**src/rtl/exe_hazard_ctrl_pkg.sv**
```systemverilog
// Shared constants and helpers for the EXE-stage forwarding/hazard controller.
// Select encoding for the three EXE operand muxes lives here.
package exe_hazard_ctrl_pkg;

  typedef enum logic [1:0] {
    FWD_SEL_REG = 2'd0,
    FWD_SEL_MEM = 2'd1,
    FWD_SEL_WB  = 2'd2
  } fwd_sel_e;

  // Operand positions used to index the per-source match vectors.
  localparam int NUM_SRC = 3;
  localparam int SRC_1   = 0;
  localparam int SRC_2   = 1;
  localparam int SRC_ST  = 2;

  // MEM holds the younger producer, so it wins over WB.
  function automatic fwd_sel_e pick_sel(input logic mem_hit, input logic wb_hit,
                                        input logic en);
    fwd_sel_e sel;
    sel = FWD_SEL_REG;
    if (en && mem_hit)     sel = FWD_SEL_MEM;
    else if (en && wb_hit) sel = FWD_SEL_WB;
    return sel;
  endfunction

endpackage

```
**src/rtl/exe_hazard_ctrl_if.sv**
```systemverilog
// Bundle of decoded ID fields, control inputs and mux-select/stall outputs
// for the EXE hazard controller.
interface exe_hazard_ctrl_if #(
  parameter int REG_W = 5,
  parameter int CNT_W = 32
);
  // No valid/ready pair here: id_valid qualifies the ID fields for the current
  // cycle only, and while hazard_stall=1 the producer must hold them unchanged.
  logic             fwd_en;
  logic             flush;
  logic             id_valid;
  logic [REG_W-1:0] id_src1;
  logic [REG_W-1:0] id_src2;
  logic             id_two_src;
  logic             id_is_store;
  logic [REG_W-1:0] id_st_src;
  logic [REG_W-1:0] id_dest;
  logic             id_wb_en;
  logic             id_mem_r_en;
  logic [1:0]       val1_sel;
  logic [1:0]       val2_sel;
  logic [1:0]       st_val_sel;
  logic             hazard_stall;
  logic [CNT_W-1:0] stall_cnt;

  modport master (
    output fwd_en, flush, id_valid, id_src1, id_src2, id_two_src, id_is_store,
           id_st_src, id_dest, id_wb_en, id_mem_r_en,
    input  val1_sel, val2_sel, st_val_sel, hazard_stall, stall_cnt
  );

  modport slave (
    input  fwd_en, flush, id_valid, id_src1, id_src2, id_two_src, id_is_store,
           id_st_src, id_dest, id_wb_en, id_mem_r_en,
    output val1_sel, val2_sel, st_val_sel, hazard_stall, stall_cnt
  );
endinterface

```
**src/rtl/exe_hazard_ctrl_match.sv**
```systemverilog
// Single source-vs-slot dependency check; register 0 never matches.
module hazard_match
  import exe_hazard_ctrl_pkg::*;
#(
  parameter int REG_W = 5
) (
  input  logic [REG_W-1:0] src_i,
  input  logic             valid_i,
  input  logic             wb_en_i,
  input  logic [REG_W-1:0] dest_i,
  output logic             hit_o
);
  assign hit_o = valid_i && wb_en_i && (dest_i == src_i) && (src_i != '0);
endmodule

```
**src/rtl/exe_hazard_ctrl.sv**
```systemverilog
// Tracks EX/MEM/WB destination info, drives EXE forwarding selects and the
// load-use / RAW stall that freezes IF/ID and bubbles EX.
module exe_hazard_ctrl
  import exe_hazard_ctrl_pkg::*;
#(
  parameter int REG_W = 5,
  parameter int CNT_W = 32
) (
  input logic               clk,
  input logic               rst,
  exe_hazard_ctrl_if.slave  bus
);

  typedef struct packed {
    logic             valid;
    logic [REG_W-1:0] dest;
    logic             wb_en;
    logic             mem_r_en;
  } slot_t;

  typedef struct packed {
    slot_t            slot;
    logic [REG_W-1:0] src1;
    logic [REG_W-1:0] src2;
    logic             two_src;
    logic             is_store;
    logic [REG_W-1:0] st_src;
  } ex_slot_t;

  ex_slot_t         ex_q, ex_d;
  slot_t            mem_q, wb_q;
  logic [CNT_W-1:0] stall_cnt_q, stall_cnt_d;

  logic [NUM_SRC-1:0][REG_W-1:0] ex_src, id_src;
  logic [NUM_SRC-1:0]            ex_mem_hit, ex_wb_hit;
  logic [NUM_SRC-1:0]            id_ex_hit, id_mem_hit;
  logic [NUM_SRC-1:0]            id_use;
  logic                          raw, stall, sel_en;
  fwd_sel_e                      val1_sel, val2_sel, st_val_sel;
  logic                          unused_bits;

  assign ex_src[SRC_1]  = ex_q.src1;
  assign ex_src[SRC_2]  = ex_q.src2;
  assign ex_src[SRC_ST] = ex_q.st_src;
  assign id_src[SRC_1]  = bus.id_src1;
  assign id_src[SRC_2]  = bus.id_src2;
  assign id_src[SRC_ST] = bus.id_st_src;

  // EX consumer against older producers (forwarding) and ID consumer against
  // EX/MEM producers (stalling).
  for (genvar i = 0; i < NUM_SRC; i++) begin : g_match
    hazard_match #(.REG_W(REG_W)) u_ex_mem (
      .src_i(ex_src[i]), .valid_i(mem_q.valid), .wb_en_i(mem_q.wb_en),
      .dest_i(mem_q.dest), .hit_o(ex_mem_hit[i]));
    hazard_match #(.REG_W(REG_W)) u_ex_wb (
      .src_i(ex_src[i]), .valid_i(wb_q.valid), .wb_en_i(wb_q.wb_en),
      .dest_i(wb_q.dest), .hit_o(ex_wb_hit[i]));
    hazard_match #(.REG_W(REG_W)) u_id_ex (
      .src_i(id_src[i]), .valid_i(ex_q.slot.valid), .wb_en_i(ex_q.slot.wb_en),
      .dest_i(ex_q.slot.dest), .hit_o(id_ex_hit[i]));
    hazard_match #(.REG_W(REG_W)) u_id_mem (
      .src_i(id_src[i]), .valid_i(mem_q.valid), .wb_en_i(mem_q.wb_en),
      .dest_i(mem_q.dest), .hit_o(id_mem_hit[i]));
  end

  assign sel_en = ex_q.slot.valid && bus.fwd_en;

  always_comb begin
    val1_sel   = pick_sel(ex_mem_hit[SRC_1], ex_wb_hit[SRC_1], sel_en);
    val2_sel   = pick_sel(ex_mem_hit[SRC_2], ex_wb_hit[SRC_2], sel_en && ex_q.two_src);
    st_val_sel = pick_sel(ex_mem_hit[SRC_ST], ex_wb_hit[SRC_ST], sel_en && ex_q.is_store);
  end

  assign id_use = {bus.id_is_store, bus.id_two_src, 1'b1};

  // Without forwarding the write-before-read register file covers WB only.
  always_comb begin
    raw = 1'b0;
    if (bus.fwd_en) raw = ex_q.slot.mem_r_en && |(id_use & id_ex_hit);
    else            raw = |(id_use & (id_ex_hit | id_mem_hit));
  end

  assign stall = bus.id_valid && raw && !bus.flush;

  always_comb begin
    ex_d = '0;
    if (bus.id_valid && !stall && !bus.flush) begin
      ex_d.slot.valid    = 1'b1;
      ex_d.slot.dest     = bus.id_dest;
      ex_d.slot.wb_en    = bus.id_wb_en;
      ex_d.slot.mem_r_en = bus.id_mem_r_en;
      ex_d.src1          = bus.id_src1;
      ex_d.src2          = bus.id_src2;
      ex_d.two_src       = bus.id_two_src;
      ex_d.is_store      = bus.id_is_store;
      ex_d.st_src        = bus.id_st_src;
    end
  end

  always_comb begin
    stall_cnt_d = stall_cnt_q;
    if (stall && (stall_cnt_q != '1)) stall_cnt_d = stall_cnt_q + CNT_W'(1);
  end

  always_ff @(posedge clk) begin
    if (rst) begin
      ex_q        <= '0;
      mem_q       <= '0;
      wb_q        <= '0;
      stall_cnt_q <= '0;
    end else begin
      ex_q        <= ex_d;
      mem_q       <= ex_q.slot;
      wb_q        <= mem_q;
      stall_cnt_q <= stall_cnt_d;
    end
  end

  // Load flags are only consulted in EX; later copies are kept for visibility.
  assign unused_bits = mem_q.mem_r_en ^ wb_q.mem_r_en;

  assign bus.val1_sel     = val1_sel;
  assign bus.val2_sel     = val2_sel;
  assign bus.st_val_sel   = st_val_sel;
  assign bus.hazard_stall = stall;
  assign bus.stall_cnt    = stall_cnt_q;

endmodule

```
**src/flat_wrapper.sv**
```systemverilog
// flat-port wrapper written by rule: the top's interface ports become plain ports
module exe_hazard_ctrl_flat import exe_hazard_ctrl_pkg::*;
#(
  parameter int REG_W = 5,
  parameter int CNT_W = 32
)
  (clk, rst, bus_fwd_en, bus_flush, bus_id_valid, bus_id_src1, bus_id_src2, bus_id_two_src, bus_id_is_store, bus_id_st_src, bus_id_dest, bus_id_wb_en, bus_id_mem_r_en, bus_val1_sel, bus_val2_sel, bus_st_val_sel, bus_hazard_stall, bus_stall_cnt);
  exe_hazard_ctrl_if #(.REG_W(REG_W), .CNT_W(CNT_W)) bus_i ();
  input logic clk;
  input logic rst;
  input wire logic [$bits(bus_i.fwd_en)-1:0] bus_fwd_en;
  input wire logic [$bits(bus_i.flush)-1:0] bus_flush;
  input wire logic [$bits(bus_i.id_valid)-1:0] bus_id_valid;
  input wire logic [$bits(bus_i.id_src1)-1:0] bus_id_src1;
  input wire logic [$bits(bus_i.id_src2)-1:0] bus_id_src2;
  input wire logic [$bits(bus_i.id_two_src)-1:0] bus_id_two_src;
  input wire logic [$bits(bus_i.id_is_store)-1:0] bus_id_is_store;
  input wire logic [$bits(bus_i.id_st_src)-1:0] bus_id_st_src;
  input wire logic [$bits(bus_i.id_dest)-1:0] bus_id_dest;
  input wire logic [$bits(bus_i.id_wb_en)-1:0] bus_id_wb_en;
  input wire logic [$bits(bus_i.id_mem_r_en)-1:0] bus_id_mem_r_en;
  output wire logic [$bits(bus_i.val1_sel)-1:0] bus_val1_sel;
  output wire logic [$bits(bus_i.val2_sel)-1:0] bus_val2_sel;
  output wire logic [$bits(bus_i.st_val_sel)-1:0] bus_st_val_sel;
  output wire logic [$bits(bus_i.hazard_stall)-1:0] bus_hazard_stall;
  output wire logic [$bits(bus_i.stall_cnt)-1:0] bus_stall_cnt;
  assign bus_i.fwd_en = bus_fwd_en;
  assign bus_i.flush = bus_flush;
  assign bus_i.id_valid = bus_id_valid;
  assign bus_i.id_src1 = bus_id_src1;
  assign bus_i.id_src2 = bus_id_src2;
  assign bus_i.id_two_src = bus_id_two_src;
  assign bus_i.id_is_store = bus_id_is_store;
  assign bus_i.id_st_src = bus_id_st_src;
  assign bus_i.id_dest = bus_id_dest;
  assign bus_i.id_wb_en = bus_id_wb_en;
  assign bus_i.id_mem_r_en = bus_id_mem_r_en;
  assign bus_val1_sel = bus_i.val1_sel;
  assign bus_val2_sel = bus_i.val2_sel;
  assign bus_st_val_sel = bus_i.st_val_sel;
  assign bus_hazard_stall = bus_i.hazard_stall;
  assign bus_stall_cnt = bus_i.stall_cnt;
  exe_hazard_ctrl #(.REG_W(REG_W), .CNT_W(CNT_W)) u_core (.clk(clk), .rst(rst), .bus(bus_i));
endmodule
```
**config.mk**
```make
export PLATFORM = sky130hd
export DESIGN_NAME = exe_hazard_ctrl_flat
export DESIGN_NICKNAME = d
export VERILOG_FILES = /design/src/rtl/exe_hazard_ctrl_pkg.sv /design/src/rtl/exe_hazard_ctrl_if.sv /design/src/rtl/exe_hazard_ctrl_match.sv /design/src/rtl/exe_hazard_ctrl.sv /design/src/flat_wrapper.sv
export SDC_FILE = /design/constraint.sdc
export NUM_CORES = 1
export LEC_CHECK = 0
export BUFFER_PORTS_ARGS = -buffer_cell sky130_fd_sc_hd__buf_2
export CORE_UTILIZATION = 58
export CTS_BUF_LIST = sky130_fd_sc_hd__clkbuf_4 sky130_fd_sc_hd__clkbuf_8
export DETAILED_ROUTE_END_ITERATION = 8
export GPL_TIMING_DRIVEN = 1
export PLACE_DENSITY = 0.91
export RECOVER_POWER = 100
export SKIP_CTS_REPAIR_TIMING = 1
export SLEW_MARGIN = 20
export SYNTH_ARGS = -nofsm -noshare
export SYNTH_HDL_FRONTEND = slang
export SYNTH_SLANG_ARGS = --single-unit
```
**constraint.sdc**
```tcl
create_clock -name clk -period 2.95 [get_ports clk]
set_input_delay 0.4425 -clock clk [delete_from_list [all_inputs] [get_ports clk]]
set_output_delay 0.4425 -clock clk [all_outputs]
set_load 0.01 [all_outputs]
```
Word-level counts from Yosys, hierarchy flattened
Index checks and enable logic that the tools add are counted.
{"block": "op_classes", "bitwise_logic": 4, "n_mux": 8, "n_addsub": 1, "n_eq_ne": 13, "n_reduce_logical": 53}
{"cell": "equality test 5 bit", "count": 12}
{"cell": "logical AND 1 bit", "count": 42}
{"cell": "adder 32 x 1 -> 32 bit, second input constant", "count": 1}
{"cell": "inequality test 32 bit, second input constant", "count": 1}
{"cell": "nonzero test 5 bit", "count": 6}
{"cell": "two-way mux 25 bit", "count": 1}
{"cell": "two-way mux 2 bit", "count": 6}
{"cell": "bitwise AND 3 bit", "count": 2}
{"cell": "OR reduction 3 bit", "count": 2}
{"cell": "OR 3 bit", "count": 1}
{"cell": "zero test 1 bit", "count": 2}
{"cell": "OR reduction 2 bit", "count": 1}
{"cell": "two-way mux 1 bit", "count": 1}
{"cell": "NOT 1 bit", "count": 1}
{"block": "totals", "ff_bits": 71, "wordCells": 95, "output_inout_bits": 39, "in_bits": 29}

Longest topological paths before layout
Gate-level depths: netlist of run 1.
{"block": "depth", "depth_word": 14, "mapped_depth": 10, "mapped_depth_nobuf": 8}

Modules after synthesis
From an unflattened synthesis of run 1, not the netlist that was laid out.
{"block": "hier_totals", "cells_unflattened": 426, "hier_area_um2": 3793.6}
{"mod": "exe_hazard_ctrl", "area_per_inst_um2": 2877.8, "seq_area_each_um2": 1421.4, "cells_each": 306, "instances": 1}
{"mod": "hazard_match", "area_per_inst_um2": 76.3, "seq_area_each_um2": 0.0, "cells_each": 10, "instances": 12}

Least setup slack after synthesis of run 1
No wires, ideal clock.
{"block": "synth_path", "path_kind": "input to register", "from": "in bus_id_src2[1]", "to": "reg u_core.stall_cnt_q[9], in the netlist u_core.bus.stall_cnt[9]", "n_path_buf": 1, "required_ps": 2829, "cell_stages": 8, "arrival_ps": 2254, "setup_ps": 121, "slack_ps": 575, "cell_sequence": "or4_1 o21ai_2 nor4_1 o31ai_4 a21oi_2 buf_6 nand3_2 mux2_4"}
{"block": "synth_between", "elab_chain_cells": 10, "elab_cells_between_ends": 17, "cone_classes": "2 x eq/ne; 1 x mux; 3 x bitwise; 11 x reduce/logical"}
{"item": "from (decl)", "line": "flat_wrapper.sv:15", "text": "input wire logic [$bits(bus_i.id_src2)-1:0] bus_id_src2;"}
{"item": "equality test 5 bit", "line": "exe_hazard_ctrl_match.sv:13", "text": "assign hit_o = valid_i && wb_en_i && (dest_i == src_i) && (src_i != '0);"}
{"item": "logical AND 1 bit (2 in series)", "line": "exe_hazard_ctrl_match.sv:13"}
{"item": "OR 3 bit / bitwise AND 3 bit (equally long branches)", "line": "exe_hazard_ctrl.sv:80, exe_hazard_ctrl.sv:79"}
{"item": "bitwise AND 3 bit / OR reduction 3 bit (equally long branches)", "line": "exe_hazard_ctrl.sv:80, exe_hazard_ctrl.sv:79"}
{"item": "OR reduction 3 bit / logical AND 1 bit (equally long branches)", "line": "exe_hazard_ctrl.sv:80, exe_hazard_ctrl.sv:79"}
{"item": "two-way mux 1 bit *", "line": "exe_hazard_ctrl.sv:79", "text": "if (bus.fwd_en) raw = ex_q.slot.mem_r_en && |(id_use & id_ex_hit);"}
{"item": "logical AND 1 bit * (2 in series)", "line": "exe_hazard_ctrl.sv:83", "text": "assign stall = bus.id_valid && raw && !bus.flush;"}
{"item": "logical AND 1 bit *", "line": "exe_hazard_ctrl.sv:102", "text": "if (stall && (stall_cnt_q != '1)) stall_cnt_d = stall_cnt_q + CNT_W'(1);"}
{"item": "to (signal assigned)", "line": "exe_hazard_ctrl.sv:115", "text": "stall_cnt_q <= stall_cnt_d;"}
{"item": "to (decl)", "line": "exe_hazard_ctrl.sv:32", "text": "logic [CNT_W-1:0] stall_cnt_q, stall_cnt_d;"}
Mark *: on every way between the ends. The rest lies on a longest branch, timed or not.
A chain may end at the register's enable or synchronous reset.

Worst setup path after layout of run 1
{"block": "layout_path", "from": "reg u_core.ex_q[20] in the netlist's numbering", "to": "out bus_hazard_stall"}
{"block": "layout_between", "elab_chain_cells": 9, "elab_cells_between_ends": 18, "cone_classes": "3 x eq/ne; 1 x mux; 3 x bitwise; 11 x reduce/logical"}
{"item": "from (decl)", "line": "exe_hazard_ctrl.sv:30", "text": "ex_slot_t ex_q, ex_d;"}
{"item": "from (signal assigned)", "line": "exe_hazard_ctrl.sv:107", "text": "ex_q <= '0;"}
{"item": "from (signal assigned)", "line": "exe_hazard_ctrl.sv:112", "text": "ex_q <= ex_d;"}
{"item": "equality test 5 bit", "line": "exe_hazard_ctrl_match.sv:13"}
{"item": "logical AND 1 bit (2 in series)", "line": "exe_hazard_ctrl_match.sv:13"}
{"item": "OR 3 bit / bitwise AND 3 bit (equally long branches)", "line": "exe_hazard_ctrl.sv:80, exe_hazard_ctrl.sv:79"}
{"item": "bitwise AND 3 bit / OR reduction 3 bit (equally long branches)", "line": "exe_hazard_ctrl.sv:80, exe_hazard_ctrl.sv:79"}
{"item": "OR reduction 3 bit / logical AND 1 bit (equally long branches)", "line": "exe_hazard_ctrl.sv:80, exe_hazard_ctrl.sv:79"}
{"item": "two-way mux 1 bit *", "line": "exe_hazard_ctrl.sv:79"}
{"item": "logical AND 1 bit * (2 in series)", "line": "exe_hazard_ctrl.sv:83"}
{"item": "to (decl)", "line": "flat_wrapper.sv:25", "text": "output wire logic [$bits(bus_i.hazard_stall)-1:0] bus_hazard_stall;"}
Marks and branches as above.

==> impl_results.md, run 1 <==
- # diodes: 0
- Placed Cells: about 550
- Maxcap violations: 1
- Synth area leader: dfxtp_1
- CTS tree: done
- Final wirelength: about 9300 µm
- FF-to-FF setup slack: between 0.15 and 0.2 ns
- Largest net degree at the start of global routing: 51
- Non-Filler Instances: approximately 560
- Sw Ratio: 21.9%
- Die H: between 80 and 90 µm
- Critical path type: flip-flop to output pin
- CP Launch Type: flip-flop
- Max Fanout on Critical Path: 6
- Syn Inst Count: just over 400
- Final hold vios: 0
- Period utilization: between 90% and 100%
- Synth cell types: 58
- Failing checks: max-capacitance violations, max-slew violations
- Routing usage on met1: between 30% and 40%
- Ports: 68
- First-pass GRT wire length: roughly 15000 µm
- Post-Synthesis Cell Area: about 3700 µm²
- Slew Viols, Final: between 50 and 60
- Num rows: 28
- Core ar.: 6060 µm²
- Starting Density: between 60% and 70%
- Post-synth EDFFs: 0
- Primary FF master, synth: dfxtp_1
- Worst Path Arrival: 2.42 ns
- Critical path's slowest cell: nor4_1
- Clock network power share: 45.8%
- YS warnings: 0
- GP Congestion: 0.970
- WP data required: roughly 2.5 ns
- GRT busiest layer: met2
- Fin Clk Skew: roughly 0.0086 ns
- Crit end category: output pin
- Drt first-iter violations: 278
- Die width: just over 80 µm
- Fillers: 453
- Status: finished, violations left
- Final HPWL DP: roughly 6500 µm
- Leak: 1.70 nW
- Buffers added on ports: 67
- CTS root buf: clkbuf_8
- Crit-path cells: xnor2_1 -> nand4_1 -> nor4_1 -> nor3_1 -> buf_4 -> o22ai_2 -> buf_2
- CTS sink cnt: a little over 70
- Tightest Hold Check Type: input pin to flip-flop
- Post-Syn Area per Cell: between 9 and 10 µm²
- Worst slew margin: -39.9%
- Pint: 1.61 mW
- Post-synthesis sequential area ratio: 38.1%
- Die area: around 6800 µm²
- Layout cell share with drive strength beyond 1: between 10% and 20%
- Routed Antenna Nets: 0
- Most frequent cell after synthesis: dfxtp_1
- H-tree depth: 3
- Clock tree buffer depth: 2
- Pre-CTS setup slack: 0.0248 ns
- GRT overflow: 0
- Net Count, Synth: about 440
- Drt pass-1 iters: 5
- Area of the multi-input gates: about 2200 µm²
- NetSw: 453 µW
- Met2 Use GR: 44.8%
- Synth top cells by count: 71 x dfxtp_1, 42 x xnor2_1, 33 x nor2_1
- Vias per Instance: a little under 6
- Routed wire per std cell: 16.6 µm
- NumNets Final: roughly 510
- Initial antenna violation count: 0
- Skew-Pair Late Insertion Delay: between 0.3 and 0.4 ns
- # DRC: 0
- Sequential group share of total power: between 40% and 50%
- Synth area leaders: dfxtp_1 38%, xnor2_1 9.9%, xor2_1 5.9%
- Register area: around 1400 µm²
- Critical path's largest stage delay: around 0.51 ns
- CTS Buf Count: 9
- Final setup violation count: 0
- Seq cells post-synth: 71
- Area growth from synthesis to final layout: 16.8%
- Logic gate share of total power: under 10%
- Peak VDD IR: about 0.32 mV
- Tmin final: between 2 and 3 ns
- FFs w/ async S/R, synth: 0%
- Grt met3 use: around 4.7%
- Total Routing Usage GR: between 20% and 30%
- Number of global-route vias before repair: between 3000 and 4000
- FMAX: about 350 MHz
- Vias: roughly 3300
- Worst Setup Slack, final: around 0.086 ns
- Synth top area share: 38.1%
- PwrDens: 474 nW/µm²
- Clk slew on worst S/H paths: 0.07 ns
- Slew @ Worst Pin: 2.10 ns
[state kept, by name, summed over array words and instances (netlist names)]
name,count
u_core.bus.stall_cnt,32
u_core.ex_q,25
u_core.mem_q,7
u_core.wb_q,7
[logic make-up after synthesis]
| kind of cell | synth area share, % |
|---|---|
| simple gates | 28.2 |
| flops | 38.1 |
| xor+xnor | 15.7 |
| compound gates | 11.2 |
| buf+inv | 3.42 |
| mux | 3.08 |
| fa+ha+maj | 0.335 |
[worst max-delay path: cells and delay by family, from the launching register on]
| family | cells | cell delay (ns) |
|---|---|---|
| simple gates | 3 | 0.78 |
| flops | 1 | 0.45 |
| buf+inv | 2 | 0.37 |
| compound gates | 1 | 0.30 |
| xor+xnor | 1 | 0.17 |
[power groups by stage]
| stage | Combinational (mW) | Clock [mW] | Sequential, mW |
|---|---|---|---|
| after floorplan | 0.0832 | 0 | 1.00 |
| after global placement | 0.122 | 0 | 1.01 |
| after detailed placement | 0.127 | 0 | 1.01 |
| after CTS | 0.131 | 0.952 | 0.984 |
| after global routing | 0.146 | 0.987 | 0.986 |
| final | 0.136 | 0.946 | 0.985 |
[cell type report]
| cell class | instances | area share (%) |
|---|---|---|
| clock buffers | 10 | 3.16 |
| multi-input cells | 312 | 50.4 |
| flip-flops and latches | 71 | 32.6 |
| clock inverters | 6 | 2.47 |
| inverters | 9 | 0.775 |
| well taps | 75 | 2.15 |
| repair buffers | 78 | 8.49 |
[cells in the final DEF, fill, tap and decap left out, types with 4 or more instances in the layout]
cell	Yosys	final
mux2_4	4	4
a21oi_1	20	21
buf_2	3	32
nor2b_1	23	23
and2_1	22	22
nand4_1	17	17
or4_1	8	8
inv_1	9	9
buf_4	1	10
dfxtp_1	71	71
clkbuf_1	8	36
nor3_1	11	11
nand2_1	9	9
nor4_1	11	10
xor2_1	25	25
nand2b_1	10	10
nor2_1	33	33
nand3_1	14	14
and3_1	10	10
xnor2_1	42	42
a31o_1	6	6
clkbuf_8	1	10
[per-stage QoR]
stage / area, µm² / power (mW) / utilization (%) / hold WS [ns] / setup TNS, ns
5_1_grt: 4360 / 2.12 / 71.9 / 0.293 / -0.0109
6_report: 4360 / 2.07 / 71.9 / 0.297 / 0
2_1_floorplan: 3730 / 1.08 / - / 0.438 / 0
3_5_place_dp: 4150 / 1.13 / 68.5 / 0.482 / 0
3_3_place_gp: 4150 / 1.13 / 68.5 / 0.482 / 0
4_1_cts: 4400 / 2.07 / 72.5 / 0.287 / 0
[routing by layer]
layer  up-vias  share of wire (%)
met2       148                 47
met4         0                3.6
li1       1575                  -
met1      1578                 43
met5         -                  0
met3        38                5.9
[worst paths after layout]
| kind | start | end | depth (start not counted) |
|---|---|---|---|
| max reg2reg | u_core.mem_q[5] | u_core.bus.stall_cnt[17] | 9 |
| min reg2reg | u_core.mem_q[1] | u_core.wb_q[1] | 1 |
| max | u_core.ex_q[20] | bus_hazard_stall | 7 |
| min | bus_id_dest[0] | u_core.ex_q[19] | 2 |
(Power assumes the default switching activity.)
==> inputs of run 2 (changes only) <==
PLACE_DENSITY = 0.83   (was 0.91)
==> run 2 against run 1 <==
The run still ends with max-capacitance violations, max-slew violations left. Largest power group unchanged. Global-route usage is 0.92 points lower. Cell count is 1.1% lower. Clock power hardly changed. Non-clock buffer count is 6 lower. Sequential cell count stayed put. Clock skew is 0.00055 ns lower. Power is 0.17% lower. First-iteration DRC count is 44% lower. Fmax is 3.9% higher.
==> impl_results.md, run 2 (synthesis results as in run 1) <==
- Status: finished, violations left
- Failing checks: max-capacitance violations, max-slew violations
- Leak: roughly 1.6 nW
- Vias: 3146
- Die H: ~82 µm
- PwrDens: around 480 nW/µm²
- Slew @ Worst Pin: between 2 and 2.5 ns
- Ports: 68
- Skew-Pair Late Insertion Delay: approximately 0.35 ns
- CTS tree: done
- Peak VDD IR: 0.388 mV
- Largest net degree at the start of global routing: 53
- # DRC: 0
- Starting Density: about 62%
- First-pass GRT wire length: around 14000 µm
- CTS root buf: clkbuf_8
- CTS sink cnt: slightly above 70
- Critical path type: flip-flop to output pin
- Slew Viols, Final: 53
- Initial antenna violation count: 0
- Core ar.: slightly above 6000 µm²
- NumNets Final: slightly above 500
- Layout cell share with drive strength beyond 1: ~16%
- FMAX: ~360 MHz
- CP Launch Type: flip-flop
- Die area: 6760 µm²
- Final HPWL DP: between 6000 and 7000 µm
- Worst slew margin: -47.8%
- Commonest non-fill, non-tap cells in the layout: 69 x dfxtp_1, 42 x xnor2_1, 41 x clkbuf_1
- Drt pass-1 iters: 4
- Clock tree buffer depth: 2
- Period utilization: slightly above 90%
- H-tree depth: 3
- Tmin final: roughly 2.8 ns
- Number of global-route vias before repair: slightly below 3000
- Worst Setup Slack, final: between 0.15 and 0.2 ns
- Design area: 4280 µm²
- Total Routing Usage GR: roughly 28%
- Power Total: ~2.1 mW
- Routed wire per std cell: around 16 µm
- Crit end category: output pin
- RSZ-0062 raised after global routing: no
- Final setup violation count: 0
- Final hold vios: 0
- Max Fanout on Critical Path: 7
- Final wirelength: around 9000 µm
- Die width: 82.2 µm
- Number of flip-flops under the largest register name: 32
- CTS Buf Count: 9
- Pre-CTS setup slack: -0.0404 ns
- Maxcap violations: 1
- Num rows: 28
- GP Congestion: 0.888
- WP data required: 2.51 ns
- Fillers: roughly 500
- Most common cell after layout, fill and taps aside: dfxtp_1
- # diodes: 0
- Tightest Hold Check Type: input pin to flip-flop
- Vias per Instance: 5.67
- Routed Antenna Nets: 0
- DP Area: between 4000 and 5000 µm²
- Drt first-iter violations: approximately 160
- Worst Path Arrival: approximately 2.3 ns
- Fin Clk Skew: 0.00801 ns
- GRT overflow: 0
- Buffers added on ports: 67
- Area growth from synthesis to final layout: 14.6%
- Clk slew on worst S/H paths: around 0.080 ns
==> run 2: routing by layer <==
metal	vias to the layer above	wire length [µm]	global-route usage, %
met3	10	482	6.70
met5	-	0	0
met1	1485	4170	38.5
met2	87	4070	42.6
met4	0	109	11.2
li1	1564	-	-
==> run 2: final cells by class <==
| type | instances | area (µm²) | area share [%] |
|---|---|---|---|
| Clock buffer | 9 | 124 | 2.89 |
| Inverter | 9 | 33.8 | 0.789 |
| Timing Repair Buffer | 72 | 317 | 7.40 |
| Sequential cell | 71 | 1420 | 33.3 |
| Multi-Input combinational cell | 312 | 2170 | 50.6 |
| Clock inverter | 7 | 121 | 2.84 |
| Tap cell | 75 | 93.8 | 2.19 |
==> run 2: final timing paths <==
kind	from	end	slack [ns]	cells after the start
setup / recovery	u_core.mem_q[6]	bus_hazard_stall	0.19	6
setup reg to reg	u_core.bus.stall_cnt[7]	u_core.bus.stall_cnt[9]	0.26	8
hold reg to reg	u_core.ex_q[18]	u_core.mem_q[1]	0.49	1
hold / removal	bus_id_dest[0]	u_core.ex_q[19]	0.29	2
==> run 2: report_power, final <==
part / leakage [nW] / switching (mW) / internal (mW)
registers: 0.575 / 0.0165 / 0.970
clock network: 0.123 / 0.385 / 0.564
logic: 0.942 / 0.0679 / 0.0588
==> run 2: critical path, stage by stage (launching register included) <==
cell	delay, ns
dfxtp_2	0.48
xor2_1	0.10
or4_1	0.55
o22ai_2	0.25
nor2_1	0.11
o22ai_2	0.28
clkbuf_1	0.19
==> run 2: per-stage QoR <==
step                cells  hold slack, ns  setup TNS [ns]  utilization (%)
global route          555           0.277               0             70.6
global placement      539           0.471               0             67.8
finish                555           0.288               0             70.6
CTS                   555           0.281               0             71.8
detailed placement    539           0.472         -0.0546             67.8
floorplan             408           0.438               0                -
